--- src/rtl/game_pkg.sv ---
// Shared screen/banner constants, overlay FSM encoding and pixel type
// for the game-over banner path.
package game_pkg;

   localparam int unsigned SCREEN_W     = 640;
   localparam int unsigned SCREEN_H     = 480;
   localparam int unsigned BANNER_X_DEF = 160;
   localparam int unsigned BANNER_Y_DEF = 206;
   localparam int unsigned BANNER_W_DEF = 320;
   localparam int unsigned BANNER_H_DEF = 67;
   localparam int unsigned ROM_AW       = 15;

   typedef logic [11:0] rgb_t;

   typedef enum logic [1:0] {
      ST_IDLE  = 2'd0,
      ST_BLINK = 2'd1,
      ST_SOLID = 2'd2
   } ovl_state_t;

endpackage

--- src/rtl/finish_overlay_if.sv ---
// Video-in, banner-ROM and composited-out signals of the finish overlay.
interface finish_overlay_if;
   import game_pkg::*;

   logic [9:0]        hcount;
   logic [9:0]        vcount;
   logic              video_on;
   rgb_t              bg_pixel;
   logic [1:0]        finish;
   logic [ROM_AW-1:0] rom_addr;
   logic [1:0]        rom_sel;
   rgb_t              rom_pixel;
   rgb_t              rgb_out;
   logic              banner_active;

   modport slave (
      input  hcount, vcount, video_on, bg_pixel, finish, rom_pixel,
      output rom_addr, rom_sel, rgb_out, banner_active
   );

   modport master (
      output hcount, vcount, video_on, bg_pixel, finish, rom_pixel,
      input  rom_addr, rom_sel, rgb_out, banner_active
   );

endinterface

--- src/rtl/pipe_delay.sv ---
// Fixed-depth shift register with asynchronous active-low clear.
module pipe_delay #(
   parameter int unsigned WIDTH = 1,
   parameter int unsigned DEPTH = 2
) (
   input  logic             clk,
   input  logic             rst_l,
   input  logic [WIDTH-1:0] din,
   output logic [WIDTH-1:0] dout
);

   logic [WIDTH-1:0] stage [DEPTH];

   always_ff @(posedge clk or negedge rst_l) begin
      if (!rst_l) begin
         for (int unsigned i = 0; i < DEPTH; i++) stage[i] <= '0;
      end else begin
         stage[0] <= din;
         for (int unsigned i = 1; i < DEPTH; i++) stage[i] <= stage[i-1];
      end
   end

   assign dout = stage[DEPTH-1];

endmodule

--- src/rtl/finish_overlay.sv ---
// Game-over banner overlay: ROM address generation, frame-latched
// blink/solid sequencing and 3-cycle aligned compositing over the game layer.
module finish_overlay
   import game_pkg::*;
#(
   parameter int unsigned BANNER_X     = BANNER_X_DEF,
   parameter int unsigned BANNER_Y     = BANNER_Y_DEF,
   parameter int unsigned BANNER_W     = BANNER_W_DEF,
   parameter int unsigned BANNER_H     = BANNER_H_DEF,
   parameter rgb_t        KEY_COLOR    = 12'h000,
   parameter int unsigned BLINK_FRAMES = 30,
   parameter int unsigned BLINK_PHASES = 6
) (
   input logic             clk,
   input logic             rst_l,
   finish_overlay_if.slave ovl
);

   localparam int unsigned CNT_W = $clog2(BLINK_FRAMES + 1);
   localparam int unsigned PH_W  = $clog2(BLINK_PHASES + 1);
   localparam logic [10:0] X_LO  = 11'(BANNER_X);
   localparam logic [10:0] X_HI  = 11'(BANNER_X + BANNER_W);
   localparam logic [10:0] Y_LO  = 11'(BANNER_Y);
   localparam logic [10:0] Y_HI  = 11'(BANNER_Y + BANNER_H);

   ovl_state_t        state_q, state_d;
   logic [CNT_W-1:0]  frame_cnt_q, frame_cnt_d;
   logic [PH_W-1:0]   phase_q, phase_d;
   logic              show_q, show_next, show_now;
   logic [1:0]        fin_q;
   logic              synced;
   logic [ROM_AW-1:0] addr_cnt, addr_base;
   logic              frame_start, in_win;
   logic [10:0]       hc, vc;
   logic [14:0]       dly_out;
   logic              show_dd, win_dd, von_dd;
   rgb_t              bg_dd;

   assign hc          = {1'b0, ovl.hcount};
   assign vc          = {1'b0, ovl.vcount};
   assign frame_start = (ovl.hcount == '0) && (ovl.vcount == '0);
   // Counting stays frozen after a mid-frame reset until the raster restarts.
   assign in_win = (synced || frame_start) && ovl.video_on &&
                   (hc >= X_LO) && (hc < X_HI) && (vc >= Y_LO) && (vc < Y_HI);

   always_comb begin
      state_d     = state_q;
      frame_cnt_d = frame_cnt_q;
      phase_d     = phase_q;
      if (frame_start) begin
         if (ovl.finish == 2'b00) begin
            state_d     = ST_IDLE;
            frame_cnt_d = '0;
            phase_d     = '0;
         end else begin
            case (state_q)
               ST_IDLE: begin
                  state_d     = ST_BLINK;
                  frame_cnt_d = '0;
                  phase_d     = '0;
               end
               ST_BLINK: begin
                  if (frame_cnt_q == CNT_W'(BLINK_FRAMES - 1)) begin
                     frame_cnt_d = '0;
                     phase_d     = phase_q + 1'b1;
                     if (phase_d == PH_W'(BLINK_PHASES)) state_d = ST_SOLID;
                  end else begin
                     frame_cnt_d = frame_cnt_q + 1'b1;
                  end
               end
               ST_SOLID: state_d = ST_SOLID;
               default:  state_d = ST_IDLE;
            endcase
         end
      end
      show_next = (state_d == ST_SOLID) || ((state_d == ST_BLINK) && !phase_d[0]);
      show_now  = frame_start ? show_next : show_q;
   end

   always_ff @(posedge clk or negedge rst_l) begin
      if (!rst_l) begin
         state_q     <= ST_IDLE;
         frame_cnt_q <= '0;
         phase_q     <= '0;
         show_q      <= 1'b0;
         fin_q       <= '0;
         synced      <= 1'b0;
      end else begin
         state_q     <= state_d;
         frame_cnt_q <= frame_cnt_d;
         phase_q     <= phase_d;
         show_q      <= show_now;
         if (frame_start) begin
            fin_q  <= ovl.finish;
            synced <= 1'b1;
         end
      end
   end

   assign addr_base = frame_start ? '0 : addr_cnt;

   always_ff @(posedge clk or negedge rst_l) begin
      if (!rst_l) begin
         addr_cnt     <= '0;
         ovl.rom_addr <= '0;
      end else if (in_win) begin
         ovl.rom_addr <= addr_base;
         addr_cnt     <= addr_base + 1'b1;
      end else begin
         addr_cnt     <= addr_base;
      end
   end

   pipe_delay #(.WIDTH(15), .DEPTH(2)) u_align (
      .clk   (clk),
      .rst_l (rst_l),
      .din   ({show_now, in_win, ovl.video_on, ovl.bg_pixel}),
      .dout  (dly_out)
   );

   assign show_dd = dly_out[14];
   assign win_dd  = dly_out[13];
   assign von_dd  = dly_out[12];
   assign bg_dd   = dly_out[11:0];

   always_ff @(posedge clk or negedge rst_l) begin
      if (!rst_l) begin
         ovl.rgb_out <= '0;
      end else if (!von_dd) begin
         ovl.rgb_out <= '0;
      end else if (show_dd && win_dd && (ovl.rom_pixel != KEY_COLOR)) begin
         ovl.rgb_out <= ovl.rom_pixel;
      end else begin
         ovl.rgb_out <= bg_dd;
      end
   end

   assign ovl.rom_sel       = fin_q;
   assign ovl.banner_active = (state_q != ST_IDLE);

endmodule

--- src/flat_wrapper.sv ---
// flat-port wrapper written by rule: the top's interface ports become plain ports
module finish_overlay_flat import game_pkg::*;
#(
   parameter int unsigned BANNER_X     = BANNER_X_DEF,
   parameter int unsigned BANNER_Y     = BANNER_Y_DEF,
   parameter int unsigned BANNER_W     = BANNER_W_DEF,
   parameter int unsigned BANNER_H     = BANNER_H_DEF,
   parameter rgb_t        KEY_COLOR    = 12'h000,
   parameter int unsigned BLINK_FRAMES = 30,
   parameter int unsigned BLINK_PHASES = 6
)
  (clk, rst_l, ovl_hcount, ovl_vcount, ovl_video_on, ovl_bg_pixel, ovl_finish, ovl_rom_pixel, ovl_rom_addr, ovl_rom_sel, ovl_rgb_out, ovl_banner_active);
  finish_overlay_if ovl_i ();
  input logic clk;
  input logic rst_l;
  input wire logic [$bits(ovl_i.hcount)-1:0] ovl_hcount;
  input wire logic [$bits(ovl_i.vcount)-1:0] ovl_vcount;
  input wire logic [$bits(ovl_i.video_on)-1:0] ovl_video_on;
  input wire logic [$bits(ovl_i.bg_pixel)-1:0] ovl_bg_pixel;
  input wire logic [$bits(ovl_i.finish)-1:0] ovl_finish;
  input wire logic [$bits(ovl_i.rom_pixel)-1:0] ovl_rom_pixel;
  output wire logic [$bits(ovl_i.rom_addr)-1:0] ovl_rom_addr;
  output wire logic [$bits(ovl_i.rom_sel)-1:0] ovl_rom_sel;
  output wire logic [$bits(ovl_i.rgb_out)-1:0] ovl_rgb_out;
  output wire logic [$bits(ovl_i.banner_active)-1:0] ovl_banner_active;
  assign ovl_i.hcount = ovl_hcount;
  assign ovl_i.vcount = ovl_vcount;
  assign ovl_i.video_on = ovl_video_on;
  assign ovl_i.bg_pixel = ovl_bg_pixel;
  assign ovl_i.finish = ovl_finish;
  assign ovl_i.rom_pixel = ovl_rom_pixel;
  assign ovl_rom_addr = ovl_i.rom_addr;
  assign ovl_rom_sel = ovl_i.rom_sel;
  assign ovl_rgb_out = ovl_i.rgb_out;
  assign ovl_banner_active = ovl_i.banner_active;
  finish_overlay #(.BANNER_X(BANNER_X), .BANNER_Y(BANNER_Y), .BANNER_W(BANNER_W), .BANNER_H(BANNER_H), .KEY_COLOR(KEY_COLOR), .BLINK_FRAMES(BLINK_FRAMES), .BLINK_PHASES(BLINK_PHASES)) u_core (.clk(clk), .rst_l(rst_l), .ovl(ovl_i));
endmodule
--- config.mk ---
export PLATFORM = sky130hd
export DESIGN_NAME = finish_overlay_flat
export DESIGN_NICKNAME = d
export VERILOG_FILES = /design/src/rtl/game_pkg.sv /design/src/rtl/finish_overlay_if.sv /design/src/rtl/pipe_delay.sv /design/src/rtl/finish_overlay.sv /design/src/flat_wrapper.sv
export SDC_FILE = /design/constraint.sdc
export NUM_CORES = 1
export LEC_CHECK = 0
export BUFFER_PORTS_ARGS = -buffer_cell sky130_fd_sc_hd__buf_2
export CAP_MARGIN = 25
export CORE_MARGIN = 2
export CORE_UTILIZATION = 45
export DETAILED_ROUTE_END_ITERATION = 10
export PLACE_DENSITY = 0.73
export SLEW_MARGIN = 15
export SYNTH_ARGS = -nofsm -noshare
export SYNTH_HDL_FRONTEND = slang
export SYNTH_SLANG_ARGS = --single-unit
--- constraint.sdc ---
create_clock -name clk -period 4.3 [get_ports clk]
set_clock_uncertainty 0.2 [all_clocks]
set_input_delay 0.43 -clock clk [delete_from_list [all_inputs] [get_ports clk]]
set_output_delay 0.43 -clock clk [all_outputs]
set_load 0.05 [all_outputs]
==> results.md <==
* # setup viols final at 0
* Post-synthesis sequential area ratio at 59.96%
* Hold Crit Start: ovl_video_on
* Wirelength per Cell at 13.89 um
* Port buffer count at 78
* First-pass GRT wire length at 11700 um
* Post-CTS setup buffers at 0
* Final Hold Viols at 0
* Most frequent cells in the layout: 85 x dfrtp_1, 77 x buf_2, 23 x nand2_1
* RSZ-0062 raised after global routing: false
* CTS Buffer Depth at 2
* Type of the most critical hold path: input port to flip-flop
* Area leader, netlist: dfrtp_1
* Area grow syn2layout at 24.02%
* # fillers at roughly 670
* Commonest non-fill, non-tap cell in the layout: dfrtp_1
* Setup crit start kind: input port
* Via-to-Cell Ratio at 5.317
* # clock sinks at 85
* Post-Synthesis Cells at 296
* Crit share post-route at 61.11%
* Tmin final at 2628 ps
* Via count at about 2600
* Worst-skew pair later-pin latency at 340 ps
* Syn Area/Cell at 11.98 um2
* Clk slew on worst S/H paths at roughly 90 ps
* Async S/R FF share, synth at 100.0%
* Die ar. at approximately 0.0086 mm2
* Final nets at 444
* Synthesized area at approximately 0.0035 mm2
* Syn_nets at 350
* Synth cell types at 43
* Pwr Density at 383.3 mW/mm2
* Yosys Warn Count at 0
* Crit path from: ovl_hcount[1]
* Core Footprint at 0.007687 mm2
* Chip Height at 92.79 um
* Hold-fix buffers, CTS at 12
* I/O pin count at 79
* Max-cap violations at 0
* Rows at 32
* Crit path max fanout at 22
* Ys flop type: dfrtp_1
* DRT iter0 DRCs at 86
* Die X-Extent at 92.79 um
* Detailed Route WL at 6890 um
* Overflow after GRT at 0
* CTS Root Cell: clkbuf_8
* Number of global-route vias before repair at 2512
* Drt pass-1 iters at 5
* Final Wtd Congestion at about 0.8
* Crit. End Element: flip-flop
* Initial core utilization at a little under half
* CTS tree: built
* Setup TNS at 0 ps
* Worst EP arrival at 2660 ps
* Status: complete, no violations
* GRT Util Overall at 17.16%
* Max H-tree Level at 3
* Relative slew slack at 40.36%
* Post-route ant nets at 0
* DR DRC count at 0
* PostCTS Resize Cnt at 0
* Worst-Margin Slew at 890.4 ps
* Critical Setup Path Class: input port to flip-flop
* Initial antenna violation count at 0
* Pin count of the biggest net entering global routing at 86
* Slew Viols, Final at 0
* Ant diodes at 0
* Leak at 2.089 nW
* Worst vdd ir at 252.4 uV
* Top-area cell type share of the netlist area at 59.96%
* Num CTS Buffers at 9
* Critical Path RT at 4330 ps
* Place WS at 1293 ps
* Setup slack after layout at 1672 ps
* Share of cells above drive strength 1 at roughly 28%
* Leading post-synthesis cells by cell area: dfrtp_1 60%, mux2i_1 4.0%, mux2_2 3.2%
* Max Clock Freq at 0.3806 GHz
* HPWL after detailed placement at roughly 4800 um
* Seq cells post-synth at 85
* Post-synth EDFFs at 0
* Reg-to-reg startpoint: u_core.frame_cnt_q[1]
[kinds of logic after synthesis]
| group | synth area share [%] |
|---|---|
| buf+inv | 2.434 |
| xor+xnor | 1.481 |
| flops | 59.96 |
| simple gates | 16.83 |
| fa+ha+maj | 1.764 |
| compound gates | 7.867 |
| mux | 9.665 |
[critical path, stage by stage]
cell	delay, ps
buf_2	90
nor4_1	330
nand4_1	180
or2_2	500
and2_1	260
ha_1	210
and3_1	250
nand4_1	130
nor4_1	70
xnor2_1	150
nor2_1	60
[per-layer routing]
| layer | wire length [um] | vias to the layer above | GRT usage [%] |
|---|---|---|---|
| met3 | 414 | 7 | 3.417 |
| met2 | 3250 | 91 | 27.72 |
| met1 | 3152 | 1288 | 23.02 |
| met5 | 0 | - | 0 |
| met4 | 72 | 0 | 6.373 |
| li1 | - | 1251 | - |
[worst paths after layout]
path	endpoint	slack, ps	cells past startpoint
worst max register to register	u_core.phase_q[2]	2080	7
worst min register to register	u_core.u_align.dout[1]	150	0
worst max-delay path	u_core.addr_cnt[6]	1670	11
max in group asynchronous	u_core.phase_q[2]	3000	3
worst min-delay path	u_core.u_align.stage[27]	30	1
min in group asynchronous	u_core.ovl.rgb_out[4]	310	2
[state kept, by name (all words and copies together) (netlist names)]
signal	cells
u_core.u_align.dout	15
u_core.ovl.rgb_out	12
u_core.ovl.rom_sel	2
u_core.frame_cnt_q	5
u_core.phase_q	3
u_core.show_q	1
u_core.u_align.stage	14
u_core.synced	1
u_core.addr_cnt	15
u_core.ovl.rom_addr	15
u_core.state_q	2
[Yosys cell counts, types with 6 or more instances]
cell / number
nor2b_1: 12
nand4_1: 9
mux2_2: 10
nor3_1: 8
o21ai_0: 15
mux2_1: 8
and2_1: 6
mux2i_1: 14
inv_1: 6
dfrtp_1: 85
or4_1: 6
nand2_1: 23
nor2_1: 15
clkbuf_1: 6
nor4_1: 10
a21oi_1: 7
o31ai_1: 6
[report_power, final]
part / internal (mW) / total [mW] / switching, mW
Clock: 0.342 / 0.613 / 0.271
Combinational: 0.0747 / 0.205 / 0.130
Sequential: 0.842 / 0.868 / 0.0262
Total: 1.26 / 1.69 / 0.427
[through the flow]
step | cells | hold WS [ps] | utilization (%) | power, mW | cell area, um2
floorplan | 296 | -65.59 | - | 0.9995 | 3547
global placement | 467 | 132.0 | 52.28 | 1.072 | 4019
detailed placement | 467 | 134.7 | 52.28 | 1.078 | 4019
CTS | 494 | 19.52 | 56.74 | 1.706 | 4362
global route | 496 | 18.95 | 57.23 | 1.770 | 4399
finish | 496 | 34.03 | 57.23 | 1.686 | 4399
[final cells by class]
cell class | instances | area [um2] | share of cell area, %
inverter | 6 | 22.52 | 0.5119
sequential | 85 | 2127 | 48.35
clock inverter | 5 | 85.08 | 1.934
timing repair buffer | 94 | 565.5 | 12.86
multi-input combinational | 194 | 1334 | 30.32
clock buffer | 10 | 137.6 | 3.129
tap | 102 | 127.6 | 2.901
Power figures use the tool's default switching activity.
